===== src/rtl/led_status_engine.sv =====
// LED status generator: maps DFU state (or an override) to off/blink/bounce/error/breathe
// patterns, all timed by clock-enables from one free-running prescaler.

package led_status_pkg;
   typedef enum logic [2:0] {
      MODE_OFF     = 3'd0,
      MODE_BLINK   = 3'd1,
      MODE_BOUNCE  = 3'd2,
      MODE_ERROR   = 3'd3,
      MODE_BREATHE = 3'd4
   } mode_e;
endpackage

// One LED: selects its lit bit for the active mode and registers it with pin polarity.
module led_status_lane
   import led_status_pkg::*;
#(
   parameter int LANE       = 0,
   parameter int ACTIVE_LOW = 1,
   parameter int POS_W      = 1
) (
   input  logic             clk_48mhz,
   input  logic             reset_n,
   input  mode_e            mode_q,
   input  logic             blink_bit,
   input  logic             error_bit,
   input  logic             pwm_on,
   input  logic [POS_W-1:0] pos,
   output logic             led
);
   localparam logic OFF_LVL = 1'(ACTIVE_LOW);
   localparam logic [POS_W-1:0] MY_POS = POS_W'(LANE);

   logic lit;

   always_comb begin
      lit = 1'b0;
      case (mode_q)
         MODE_BLINK:   lit = (LANE == 0) && blink_bit;
         MODE_BOUNCE:  lit = (pos == MY_POS);
         MODE_ERROR:   lit = error_bit;
         MODE_BREATHE: lit = pwm_on;
         default:      lit = 1'b0;
      endcase
   end

   always_ff @(posedge clk_48mhz or negedge reset_n) begin
      if (!reset_n) led <= OFF_LVL;
      else          led <= lit ^ OFF_LVL;
   end
endmodule

module led_status_engine
   import led_status_pkg::*;
#(
   parameter int NUM_LEDS      = 4,
   parameter int ACTIVE_LOW    = 1,
   parameter int PRESCALE_BITS = 26,
   parameter int BLINK_BIT     = 25,
   parameter int ERROR_BIT     = 22,
   parameter int STEP_BIT      = 22,
   parameter int BREATHE_BIT   = 15,
   parameter int PWM_BITS      = 8
) (
   input  logic                clk_48mhz,
   input  logic                reset_n,
   input  logic [7:0]          dfu_state,
   input  logic                override_en,
   input  logic [2:0]          override_mode,
   output logic [NUM_LEDS-1:0] led,
   output logic [2:0]          mode
);
   localparam int POS_W = (NUM_LEDS > 1) ? $clog2(NUM_LEDS) : 1;
   localparam logic [POS_W-1:0]         POS_MAX = POS_W'(NUM_LEDS - 1);
   localparam logic [POS_W-1:0]         POS_ONE = POS_W'(1);
   localparam logic [PWM_BITS-1:0]      LVL_MAX = '1;
   localparam logic [PWM_BITS-1:0]      LVL_ONE = PWM_BITS'(1);
   localparam logic [PRESCALE_BITS-1:0] PRE_ONE = PRESCALE_BITS'(1);

   mode_e                    mode_q, mode_d;
   logic                     mode_chg;
   logic [PRESCALE_BITS-1:0] prescaler;
   logic [PWM_BITS-1:0]      pwm_cnt, level;
   logic                     lvl_up;
   logic [POS_W-1:0]         pos;
   logic                     dir;
   logic                     step_tick, breathe_tick, pwm_on;
   logic                     unused_prescaler;

   // Mode decode; out-of-range override encodings collapse to OFF.
   always_comb begin
      mode_d = MODE_OFF;
      if (override_en) begin
         if (override_mode <= 3'd4) mode_d = mode_e'(override_mode);
      end else begin
         case (dfu_state)
            8'h00, 8'h01: mode_d = MODE_OFF;
            8'h02:        mode_d = MODE_BLINK;
            8'h09:        mode_d = MODE_BREATHE;
            8'h0A:        mode_d = MODE_ERROR;
            default:      mode_d = MODE_BOUNCE;
         endcase
      end
   end

   assign mode_chg = (mode_d != mode_q);

   always_ff @(posedge clk_48mhz or negedge reset_n) begin
      if (!reset_n) mode_q <= MODE_OFF;
      else          mode_q <= mode_d;
   end

   assign mode = mode_q;

   always_ff @(posedge clk_48mhz or negedge reset_n) begin
      if (!reset_n) begin
         prescaler <= '0;
         pwm_cnt   <= '0;
      end else begin
         prescaler <= prescaler + PRE_ONE;
         pwm_cnt   <= pwm_cnt + LVL_ONE;
      end
   end

   assign step_tick        = &prescaler[STEP_BIT-1:0];
   assign breathe_tick     = &prescaler[BREATHE_BIT-1:0];
   assign unused_prescaler = ^prescaler;

   // Bounce: endpoints reverse in one step so each end LED gets a single period.
   always_ff @(posedge clk_48mhz or negedge reset_n) begin
      if (!reset_n) begin
         pos <= '0;
         dir <= 1'b1;
      end else if (mode_chg) begin
         pos <= '0;
         dir <= 1'b1;
      end else if (step_tick && (NUM_LEDS > 1)) begin
         if (dir) begin
            if (pos == POS_MAX) begin
               dir <= 1'b0;
               pos <= pos - POS_ONE;
            end else begin
               pos <= pos + POS_ONE;
            end
         end else begin
            if (pos == '0) begin
               dir <= 1'b1;
               pos <= POS_ONE;
            end else begin
               pos <= pos - POS_ONE;
            end
         end
      end
   end

   // Breathe level: triangle 0..max..0 without repeating either endpoint.
   always_ff @(posedge clk_48mhz or negedge reset_n) begin
      if (!reset_n) begin
         level  <= '0;
         lvl_up <= 1'b1;
      end else if (mode_chg) begin
         level  <= '0;
         lvl_up <= 1'b1;
      end else if (breathe_tick) begin
         if (lvl_up) begin
            if (level == LVL_MAX) begin
               lvl_up <= 1'b0;
               level  <= level - LVL_ONE;
            end else begin
               level  <= level + LVL_ONE;
            end
         end else begin
            if (level == '0) begin
               lvl_up <= 1'b1;
               level  <= LVL_ONE;
            end else begin
               level  <= level - LVL_ONE;
            end
         end
      end
   end

   assign pwm_on = (pwm_cnt < level);

   for (genvar i = 0; i < NUM_LEDS; i++) begin : g_lane
      led_status_lane #(
         .LANE       (i),
         .ACTIVE_LOW (ACTIVE_LOW),
         .POS_W      (POS_W)
      ) u_lane (
         .clk_48mhz (clk_48mhz),
         .reset_n   (reset_n),
         .mode_q    (mode_q),
         .blink_bit (prescaler[BLINK_BIT]),
         .error_bit (prescaler[ERROR_BIT]),
         .pwm_on    (pwm_on),
         .pos       (pos),
         .led       (led[i])
      );
   end
endmodule


===== config.mk =====
export PLATFORM = sky130hd
export DESIGN_NAME = led_status_engine
export DESIGN_NICKNAME = d
export VERILOG_FILES = /design/src/rtl/led_status_engine.sv
export SDC_FILE = /design/constraint.sdc
export NUM_CORES = 1
export LEC_CHECK = 0
export CORE_AREA = 2 2 79 81
export DETAILED_ROUTE_END_ITERATION = 10
export DIE_AREA = 0 0 81 83
export PLACE_DENSITY = 0.78
export SKIP_LAST_GASP = 1
export SYNTH_ARGS = -nofsm -noshare
export SYNTH_HDL_FRONTEND = slang
export SYNTH_SLANG_ARGS = --single-unit
export TNS_END_PERCENT = 10

===== constraint.sdc =====
create_clock -name clk_48mhz -period 1.8 [get_ports clk_48mhz]
set_input_delay 0.45 -clock clk_48mhz [delete_from_list [all_inputs] [get_ports clk_48mhz]]
set_output_delay 0.45 -clock clk_48mhz [all_outputs]
set_load 0.005 [all_outputs]

**Word-level counts from Yosys, hierarchy flattened**

Index checks and enable logic that the tools add are counted.

- Bits in registers: 53

- Bitwise operators: 4
- Add/sub/neg operators: 6
- Eq/ne operators: 13
- Multiplexer cells: 27
- Reduce and logical (&&, ||, !) cells: 8
- $lt $le $gt $ge: 2

Operators with widths:

| cell | number |
|---|---|
| $mux W8 | 5 |
| $add A26 B1 Y26 const B | 1 |
| $reduce_and A22 Y1 | 1 |
| $add A8 B1 Y8 const B | 2 |
| $eq A8 B4 Y1 const B | 2 |
| $logic_not A8 Y1 | 2 |
| $reduce_and A15 Y1 | 1 |
| $pmux W3 S4 | 1 |
| $mux W1 | 10 |
| $mux W2 | 5 |
| $pmux W1 S3 | 3 |
| $eq A8 B1 Y1 const B | 1 |
| $eq A8 B2 Y1 const B | 1 |
| $eq A8 B8 Y1 const B | 1 |
| $lt A8 B8 Y1 | 1 |
| $sub A8 B1 Y8 const B | 1 |
| $eq A3 B2 Y1 const B | 2 |
| $mux W3 | 2 |
| $eq A2 B2 Y1 const B | 2 |
| $not A1 Y1 | 4 |
| $pmux W1 S4 | 1 |
| $reduce_bool A2 Y1 | 2 |
| $eq A3 B1 Y1 const B | 1 |
| $eq A3 B3 Y1 const B | 1 |
| other kinds (7) | 7 |

**Depth between registers and ports, before layout**

Gate-level depths: netlist of the first run.

- Word-level depth: 6
- Gate-level depth with buffers: 8
- Mapped depth without buffers: 7

**Modules after synthesis**

A second synthesis of the first run with hierarchy kept.

- Cells, all modules: 282
- Area, all modules: 2,885.3 um2

Modules (own cells, without submodules):

| module | sequential area each (um2) | area an instance (um2) | instances | cells each |
|---|---|---|---|---|
| led_status_engine | 1,228.7 | 2,622.5 | 1 | 253 |
| led_status_lane at g_lane[1].u_lane ... | 26.3 | 66.3 | 2 | 7 |
| led_status_lane at g_lane[0].u_lane | 26.3 | 66.3 | 1 | 8 |
| led_status_lane at g_lane[3].u_lane | 26.3 | 63.8 | 1 | 7 |

**Worst setup path after synthesis of the first run**

Ideal clock, no wire load.

- Kind: input-to-reg
- Start point: input dfu_state[5]
- End point: register level[1]
- Data arrival time: 1.973 ns
- Slack: -0.267 ns
- Stages: 6
- Library setup time: 0.094 ns
- Cell sequence: or4_4 > o41ai_4 > xnor2_1 > nand4_2 > buf_4 > a211oi_1

- Cells in the longest elaborated chain, start to end: 6
- Elaborated cells on any way between the ends: 11

RTL lines:

| element | RTL line | RTL |
|---|---|---|
| start: declaration | 67 | `input logic [7:0] dfu_state,` |
| $eq A8 B1 Y1 / $logic_not A8 Y1 (equally long branches) | 96 | `case (dfu_state)` |
| $reduce_or A2 Y1 | 96 |  |
| $pmux W3 S4 * | 96 |  |
| $mux W3 * | 93 | `if (override_en) begin` |
| net mode_d[0] | 80 | `mode_e mode_q, mode_d;` |
| $ne A3 B3 Y1 * | 106 | `assign mode_chg = (mode_d != mode_q);` |
| $mux W8 / $reduce_bool A2 Y1 (equally long branches) | - |  |
| end signal: assignment | 168 | `level <= level - LVL_ONE;` |
| end signal: assignment | 170 | `level <= level + LVL_ONE;` |
| end signal: assignment | 177 | `level <= level - LVL_ONE;` |
| end: declaration | 83 | `logic [PWM_BITS-1:0] pwm_cnt, level;` |

The timed path passes the listed nets; every way through them passes the cells marked *.
A chain may end at the register's enable or synchronous reset.

**Final worst setup path of the first run**

- Start point: input dfu_state[6]
- End point: register dir

- Cells in the longest elaborated chain, start to end: 6
- Elaborated cells on any way between the ends: 11

RTL lines:

| element | RTL line | RTL |
|---|---|---|
| $eq A8 B1 Y1 / $logic_not A8 Y1 (equally long branches) | 96 |  |
| $reduce_or A2 Y1 | 96 |  |
| $pmux W3 S4 * | 96 |  |
| $mux W3 * | 93 |  |
| net mode_d[0] | 80 |  |
| $ne A3 B3 Y1 * | 106 |  |
| $mux W1 / $reduce_bool A2 Y1 (equally long branches) | - |  |
| end signal: assignment | 133 | `dir <= 1'b1;` |
| end signal: assignment | 136 | `dir <= 1'b1;` |
| end signal: assignment | 140 | `dir <= 1'b0;` |
| end: declaration | 86 | `logic dir;` |

Marked as above.

==> impl_metrics.yaml, run 1 <==
die:
  dieHeight_um: 83
  core_area_um2: 5820
  rows: 28
  die_w_um: 81
  io_pins: 21
  initial_utilization: 0.514
  die_area_um2: 6720
critical_path:
  crit_path_frequent_cell: "buf_6"
  crit_type: "primary input to flip-flop"
  crit_family: "simple AND/OR/NAND/NOR gates"
  cp.arrival_ns: 2.20
  start_kind: "primary input"
  worst_ep_required_time_ns: 2.05
  crit_path_max_fanout: 8
  worstReg2RegStart: "level[0]"
  crit_slowest_cell: "or4_4"
  worst_setup_path_end_kind: "flip-flop"
  slowest_delay_ns: 0.57
  reg2reg_depth: 8
  rrSetupSlack_ns: 0.01
  path_buf_inv: 2
  crit_chain: "buf_6 > or4_4 > o41ai_4 > xnor2_1 > nand4_2 > buf_6 > a31o_4"
  rr_endpoint: "level[1]"
global_routing:
  grt_overflow_total: 0
  grt_pass1_vias: 2559
  antenna_found_initial: 0
  grt_pass1_wl_um: 11800
  grtUsageTotal: 0.222
  grt_max_degree: 39
detailed_routing:
  wl_per_cell_um: 16.6
  via_per_inst: 5.83
  wl_um: 7130
  ant_nets: 0
  vias: 2509
  first_pass_iters: 4
  drt_iter0_drc: 137
  drc: 0
finish:
  stdcell_area_um2: 3720
  drive_above_1_share: 0.254
  diodes: 0
  mostFrequentLayoutCell: "dfrtp_1"
  area_growth_syn_to_layout_pct: 24.3
  final_util: 0.639
  final_cell_mix: "dfrtp_1, buf_4, nand2_1, xnor2_1, o21ai_0"
  nets: 379
pwr:
  leakagePower_nw: 1.70
  power-per-cell-area_nw_per_um2: 550
  vdd_drop_max_uv: 525
sta:
  worstMarginPinSlew_ns: 0.379
  max_slew_margin: 0.747
  slew_violations: 0
  rsz0062_at_grt: "yes"
  finalHoldViolCount: 0
  setup_viol: 14
  layout_setup_ws_ns: -0.146
  fmax_mhz: 514
  fin_skew_ns: 0.00789
  fin_hold_ws_ns: 0.0368
  fin_tns_setup_ns: -1.17
  fin_crit_ns: 1.95
  fin_crit_sh: 1.08
yosys:
  synth_cell_types: 56
  synth.top_cell.area_share: 0.393
  synth_ff_type: "dfrtp_1"
  synthArstFlopShare: 1.00
  ys_top_cells_by_area: "dfrtp_1, xnor2_1, dfstp_2"
  syn-num-nets: 318
  synth-seq-cells: 53
  synth_edf_count: 0
  yosysTopAreaCell: "dfrtp_1"
  synth_cells: 293
  synth-seq-area-share: 0.446
  yosys_warnings: 0
  netlist_area_um2: 2990
  avgSynthCellArea_um2: 10.2
clock_network:
  clkSinkCount: 53
  clk_pin_slew_ns: 0.10
  cts_max_level: 2
  cts_root_buf: "clkbuf_8"
  cts_tree: "done"
  clock_path_buffers: 2
  clock_latency_ns: 0.31
  cts_buffers: 5
outcome:
  failed_checks: "setup timing"
  status: "finished, violations left"
placement:
  post-place-ws_ns: -0.783
  dpl.hpwl_um: 4650
  gp_congestion: 0.926
  placed_area_um2: 3490
  port_buffers: 20
worst_hold_path:
  worstHoldPathType: "primary input to async pin"
job:
  maxCapViolations: 0
[where the power goes]
group / switching [mW] / internal [mW]
Sequential: 0.00665 / 1.20
Combinational: 0.0824 / 0.0794
Clock: 0.404 / 0.275
[worst register-to-register path: stages (launching register included)]
cell and delay [ns]:
dfrtp_1 0.43, inv_1 0.10, ha_1 0.17, nand2b_1 0.11, nor4b_2 0.27, buf_4 0.20
nor3_1 0.05, a211oi_1 0.27, a211oi_2 0.07
[state kept, by name, indices dropped and copies added, names as in the netlist]
name and cells:
pwm_cnt 8, prescaler 26, mode 3, dir 1
lvl_up 1, pos 2, g_lane.u_lane.led 4, level 8
[stage by stage]
step                      power (mW)  std cells
after global routing            2.10        430
final                           2.04        430
after floorplan                 1.27        293
after CTS                       2.04        428
after detailed placement        1.37        413
after global placement          1.36        413
[layout make-up]
class,instances,area (µm²)
fillers,455,2100
multi-input cells,215,1610
flip-flops and latches,53,1330
repair buffers,65,549
well taps,75,93.8
clock buffers,7,76.3
inverters,14,52.6
clock inverters,1,5.00
[metal layers]
metal	wire length (µm)	global-route usage
met2	3630	0.379
met5	0	0
met4	255	0.0986
met3	324	0.0402
met1	2920	0.268
[cell families after synthesis]
| group | after synthesis | share of synthesized area |
|---|---|---|
| AOI/OAI and AO/OA | 55 | 0.129 |
| xor gates and xnor gates | 33 | 0.0967 |
| adders and majority gates | 11 | 0.0460 |
| buffers and inverters | 25 | 0.0402 |
| DFF | 53 | 0.446 |
| muxes | 2 | 0.00711 |
| and+or+nand+nor | 114 | 0.235 |
[worst max path at each step]
stage,startpoint,endpoint,slack [ns],cells past startpoint
5_1_grt,dfu_state[6],level[7],-0.17,7
6_report,dfu_state[6],dir,-0.15,7
4_1_cts,dfu_state[6],dir,-0.10,7
3_3_place_gp,dfu_state[5],level[6],-0.73,7
2_1_floorplan,dfu_state[5],level[1],-0.27,6
3_5_place_dp,dfu_state[5],level[6],-0.78,7
[what timing repair did]
| action | in CTS | in global routing |
|---|---|---|
| resized for setup | 36 | 3 |
| pin swaps | 12 | 7 |
| buffers inserted | 7 | 2 |
| endpoints found under the setup margin | 12 | 22 |
| hold buffers | 0 | 0 |
[synth_stat cells (5+ instances only)]
cell type	n
dfrtp_1	47
xor2_1	12
nand3_1	19
nand4_1	9
and3_1	7
clkbuf_1	5
ha_1	11
nand2b_1	6
inv_1	14
nor2_1	12
nor3_1	9
xnor2_1	21
dfstp_2	6
buf_4	5
a21oi_1	7
o21ai_0	19
nand2_1	24
Power figures use the tool's default switching activity.
==> run 2, diff against run 1 <==
--- a/config.mk
+++ b/config.mk
@@ -5,10 +5,11 @@
 export SDC_FILE = /design/constraint.sdc
 export NUM_CORES = 1
 export LEC_CHECK = 0
+export ABC_AREA = 1
 export CORE_AREA = 2 2 79 81
 export DETAILED_ROUTE_END_ITERATION = 10
 export DIE_AREA = 0 0 81 83
-export PLACE_DENSITY = 0.78
+export PLACE_DENSITY = 0.77
 export SKIP_LAST_GASP = 1
 export SYNTH_ARGS = -nofsm -noshare
 export SYNTH_HDL_FRONTEND = slang
==> run 2 against run 1 <==
Net effect: the run still ends with setup timing left; combinational power decreased by 6%; first-iteration DRC count increased by 35%; sequential cell count unchanged; global-route usage decreased by 2.4 points; clock-buffer cell count unchanged; fmax increased by 5.8%; clock power increased by 25%; non-clock buffer count decreased by 16; sequential power about the same; area after synthesis decreased by 0.13%; worst hold slack improved by 0.077 ns; utilization decreased by 0.13 points; critical endpoint is now prescaler[22].
==> impl_metrics.yaml, run 2 <==
outcome:
  status: "finished, violations left"
  failed_checks: "setup timing"
global_routing:
  grtUsageTotal: 0.198
  grt_max_degree: 54
  grt_pass1_vias: 2504
  antenna_found_initial: 0
  grt_pass1_wl_um: 10800
  grt_overflow_total: 0
die:
  initial_utilization: 0.514
  die_w_um: 81
  rows: 28
  die_area_um2: 6720
  core_area_um2: 5820
  io_pins: 21
  dieHeight_um: 83
yosys:
  synth_top_family_by_area: "simple AND/OR/NAND/NOR gates"
  synth.top_cell.area_share: 0.394
  synth_cell_types: 33
  synthSimpleGateAreaFrac: 0.274
  synth-seq-area-share: 0.447
  yosys_warnings: 0
  synth_compound_area_frac: 0.0553
  synth-xor-area-share: 0.109
  yosysTopAreaCell: "dfrtp_1"
  synth-seq-cells: 53
  synth_cells: 358
  netlist_area_um2: 2990
  synth.most_common_cell: "nand2_1"
  synthTopCellsByCount: "nand2_1, dfrtp_1, inv_1"
  synth_adder_area_share: 0.0461
  avgSynthCellArea_um2: 8.34
  synthArstFlopShare: 1.00
  syn-num-nets: 383
  ys_top_cells_by_area: "dfrtp_1, nand2_1, xor2_1"
  muxShareOfSynthArea: 0
  synth_ff_type: "dfrtp_1"
  synth_edf_count: 0
finish:
  diodes: 0
  mostFrequentLayoutCell: "nand2_1"
  final_cell_mix: "nand2_1, dfrtp_1, inv_1, nand3_1, nor2_1"
  area_growth_syn_to_layout_pct: 24.2
  nFillCells: 497
  largest-register: "prescaler"
  drive_above_1_share: 0.191
  largest_registers: "prescaler x26, level x8, pwm_cnt x8"
  nets: 433
  stdcell_area_um2: 3710
  multiInputGateArea_um2: 1550
  regArea_um2: 1330
  largest_reg_flops: 26
sta:
  fin_crit_ns: 1.84
  rsz0062_at_grt: "yes"
  fin_skew_ns: 0.00589
  fmax_mhz: 543
  worstMarginPinSlew_ns: 0.487
  layout_setup_ws_ns: -0.0403
  max_slew_margin: 0.672
  slew_violations: 0
  finalHoldViolCount: 0
  fin_crit_sh: 1.02
  setup_viol: 2
pwr:
  vdd_drop_max_uv: 469
  finalPower_mw: 2.21
  power-per-cell-area_nw_per_um2: 596
  leakagePower_nw: 1.87
placement:
  gp_congestion: 0.850
  placed_area_um2: 3350
  port_buffers: 20
  dpl.hpwl_um: 4320
clock_network:
  clk_pin_slew_ns: 0.09
  clock_path_buffers: 2
  clock_latency_ns: 0.31
  cts_max_level: 2
  clkSinkCount: 53
  cts_buffers: 5
  cts_tree: "done"
  cts_root_buf: "clkbuf_8"
detailed_routing:
  first_pass_iters: 4
  vias: 2504
  via_per_inst: 5.17
  drc: 0
  wl_per_cell_um: 13.2
  ant_nets: 0
  drt_iter0_drc: 185
  wl_um: 6370
job:
  maxCapViolations: 0
critical_path:
  worst_ep_required_time_ns: 2.03
  crit_path_max_fanout: 4
  crit_type: "flip-flop to flip-flop"
  start_kind: "flip-flop"
  cp.arrival_ns: 2.07
  worst_setup_path_end_kind: "flip-flop"
worst_hold_path:
  worstHoldPathType: "primary input to async pin"
run 2: critical path, stage by stage (launching register included):
cell and delay (ns):
dfrtp_1 0.42, ha_4 0.17, nand3_4 0.10, nor3_4 0.28, nand2_1 0.10, nor2_2 0.17, nand2_2 0.10, nor3_4 0.22
xor2_1 0.20
run 2: final timing paths:
check	startpoint	to	slack [ns]	cells after the start
worst max-delay path	prescaler[1]	prescaler[22]	-0.04	8
worst min-delay path	reset_n	prescaler[7]	0.11	2
worst max register to register	prescaler[1]	prescaler[22]	-0.04	8
worst min register to register	pwm_cnt[7]	pwm_cnt[7]	0.49	1
max in group asynchronous	reset_n	g_lane[3].u_lane.led	1.40	2
min in group clk_48mhz	pwm_cnt[7]	pwm_cnt[7]	0.49	1
run 2: metrics by stage:
stage / util / hold slack (ns) / TNS (ns) / instances / worst slack, ns
3_5_place_dp: 0.577 / 0.462 / -3.71 / 461 / -0.378
3_3_place_gp: 0.577 / 0.462 / -3.04 / 461 / -0.312
6_report: 0.638 / 0.114 / -0.0463 / 484 / -0.0403
4_1_cts: 0.598 / 0.129 / -0.0836 / 470 / -0.0528
2_1_floorplan: - / 0.154 / 0 / 358 / 0.195
5_1_grt: 0.638 / 0.146 / -1.42 / 484 / -0.131
run 2: metal layers:
| layer | global-route usage | vias to the layer above | wire (µm) | share of wire |
|---|---|---|---|---|
| met5 | 0 | - | 0 | 0 |
| met4 | 0.0508 | 0 | 66 | 0.010 |
| met3 | 0.0359 | 8 | 175 | 0.027 |
| li1 | - | 1258 | - | - |
| met1 | 0.254 | 1206 | 2690 | 0.42 |
| met2 | 0.341 | 32 | 3440 | 0.54 |
run 2: cell type report:
type                            instances  share of cell area
Clock inverter                          1             0.00809
Multi-Input combinational cell        254               0.417
Tap cell                               75              0.0253
Sequential cell                        53               0.360
Clock buffer                            7              0.0233
Inverter                               45              0.0462
Timing Repair Buffer                   49               0.121
run 2: cell families (layout without fill, tap and decap cells):
family                     after synthesis  count (layout)
and+or+nand+nor                        176             176
DFF                                     53              53
buffers and inverters                   51             102
AOI/OAI and AO/OA                       30              30
xor gates and xnor gates                37              37
adders and majority gates               11              11
run 2: power breakdown:
group / switching [mW] / internal, mW
Sequential: 0.00795 / 1.20
Clock: 0.392 / 0.454
Combinational: 0.0843 / 0.0684
Total: 0.485 / 1.72
run 2: repair_timing:
item                       in CTS  in global routing
setup endpoints to repair       7                 27
hold buffers                    0                  0
pin swaps                       1                 20
resized for setup               0                 39
buffers inserted                1                 14
==> run 3, diff against run 2 <==
--- a/config.mk
+++ b/config.mk
@@ -9,7 +9,9 @@
 export CORE_AREA = 2 2 79 81
 export DETAILED_ROUTE_END_ITERATION = 10
 export DIE_AREA = 0 0 81 83
+export GPL_TIMING_DRIVEN = 0
 export PLACE_DENSITY = 0.77
+export REMOVE_ABC_BUFFERS = 1
 export SKIP_LAST_GASP = 1
 export SYNTH_ARGS = -nofsm -noshare
 export SYNTH_HDL_FRONTEND = slang
==> run 3 against run 2 <==
Net effect: the flow now finishes without violations; final cell count fell by 1.4%; first-iteration DRC count fell by 14%; largest cell class unchanged; largest power group unchanged; clock power fell by 3.9%; die area did not move; clock-buffer cell count fell by 1; non-clock buffer count fell by 8; global-route usage fell by 1.5 points; sequential power barely moved.
==> impl_metrics.yaml, run 3 (synthesis gave the netlist of run 2 again) <==
critical_path:
  crit_path_max_fanout: 6
  crit_chain: "ha_2 > nand2_1 > nor2_1 > nand4_1 > nand2_4 > inv_1 > o21ai_2 > nor2_1 > a21oi_1 > nor2_1"
  crit_path_frequent_cell: "nor2_1"
  crit_slowest_cell: "dfrtp_1"
  cp.arrival_ns: 2.01
  crit_type: "flip-flop to flip-flop"
  slowest_delay_ns: 0.43
  path_buf_inv: 1
  worst_ep_required_time_ns: 2.01
  worst_setup_path_end_kind: "flip-flop"
  start_kind: "flip-flop"
  crit_family: "simple AND/OR/NAND/NOR gates"
pwr:
  power-per-cell-area_nw_per_um2: 579
  finalPower_mw: 2.19
  leakagePower_nw: 1.84
  vdd_drop_max_uv: 473
detailed_routing:
  wl_um: 6300
  drc: 0
  via_per_inst: 5.30
  vias: 2528
  ant_nets: 0
  first_pass_iters: 4
  wl_per_cell_um: 13.2
  drt_iter0_drc: 160
finish:
  area_growth_syn_to_layout_pct: 26.4
  final_util: 0.649
  drive_above_1_share: 0.229
  final_cell_mix: "nand2_1, dfrtp_1, inv_1, nor2_1"
  mostFrequentLayoutCell: "nand2_1"
  largest_registers: "prescaler x26, level x8, pwm_cnt x8"
  largest-register: "prescaler"
  diodes: 0
  stdcell_area_um2: 3780
  nets: 426
  largest_reg_flops: 26
die:
  io_pins: 21
  die_area_um2: 6720
  rows: 28
  initial_utilization: 0.514
  die_w_um: 81
  dieHeight_um: 83
  core_area_um2: 5820
sta:
  fin_crit_ns: 1.80
  finalHoldViolCount: 0
  fmax_mhz: 556
  rsz0062_at_grt: "yes"
  fin_tns_setup_ns: 0
  slew_violations: 0
  setup_viol: 0
  max_slew_margin: 0.669
  fin_crit_sh: 0.999
  worstMarginPinSlew_ns: 0.492
  fin_skew_ns: 0.00442
worst_hold_path:
  worstHoldPathType: "primary input to async pin"
global_routing:
  use_met1: 0.225
  busiest_layer: "met2"
  antenna_found_initial: 0
  grtUsageTotal: 0.183
  grt_max_degree: 38
  grt_pass1_wl_um: 9870
  grt_pass1_vias: 2383
  use_met3: 0.0391
  grt_overflow_total: 0
  met2_usage: 0.311
clock_network:
  cts_root_buf: "clkbuf_8"
  clock_path_buffers: 2
  cts_tree: "done"
  clkSinkCount: 53
  clock_latency_ns: 0.31
  ctsHoldBuffers: 0
  cts_buffers: 5
  clk_pin_slew_ns: 0.09
  cts_max_level: 2
placement:
  dpl.hpwl_um: 4170
  gp_congestion: 0.864
  placed_area_um2: 3260
  port_buffers: 20
job:
  maxCapViolations: 0
outcome:
  status: "complete, no violations"
[run 3: final cells by class]
| class | count | area (µm²) |
|---|---|---|
| Fill cell | 481 | 2040 |
| Multi-Input combinational cell | 255 | 1650 |
| Sequential cell | 53 | 1340 |
| Timing Repair Buffer | 41 | 404 |
| Inverter | 45 | 176 |
| Tap cell | 75 | 93.8 |
| Clock buffer | 6 | 72.6 |
| Clock inverter | 2 | 38.8 |
[run 3: routing by layer]
layer	wire, µm	share of wire
met1	2670	0.42
met2	3300	0.52
met3	228	0.036
met4	104	0.017
met5	0	0
[run 3: stage by stage]
| step | hold WS [ns] | std cells | worst slack (ns) |
|---|---|---|---|
| floorplan | 0.154 | 352 | 0.195 |
| global placement | 0.461 | 447 | -1.22 |
| detailed placement | 0.405 | 448 | -0.474 |
| CTS | 0.0617 | 460 | -0.0165 |
| global route | 0.0800 | 477 | -0.155 |
| finish | 0.0596 | 477 | 0.00169 |
[run 3: what timing repair did]
action / in CTS / in global routing
pin swaps: 3 / 20
setup buffers: 3 / 17
resized for setup: 9 / 65
endpoints found under the setup margin: 14 / 22
cloned: 1 / 0
[run 3: worst paths after layout]
path | from | endpoint | slack, ns | depth (start not counted)
worst max register to register | level[0] | level[2] | 0.002 | 10
worst max-delay path | level[0] | level[2] | 0.002 | 10
max in group asynchronous | reset_n | g_lane[0].u_lane.led | 1.15 | 2
worst min register to register | pwm_cnt[0] | pwm_cnt[0] | 0.48 | 1
min in group clk_48mhz | pwm_cnt[0] | pwm_cnt[0] | 0.48 | 1
worst min-delay path | reset_n | prescaler[6] | 0.06 | 1
[run 3: power by group]
part           switching [mW]  internal [mW]  total (mW)  leakage [nW]
combinational          0.0980         0.0659       0.164          1.10
clock                   0.396          0.418       0.813        0.0554
sequential            0.00776           1.20        1.21         0.684
total                   0.501           1.69        2.19          1.84
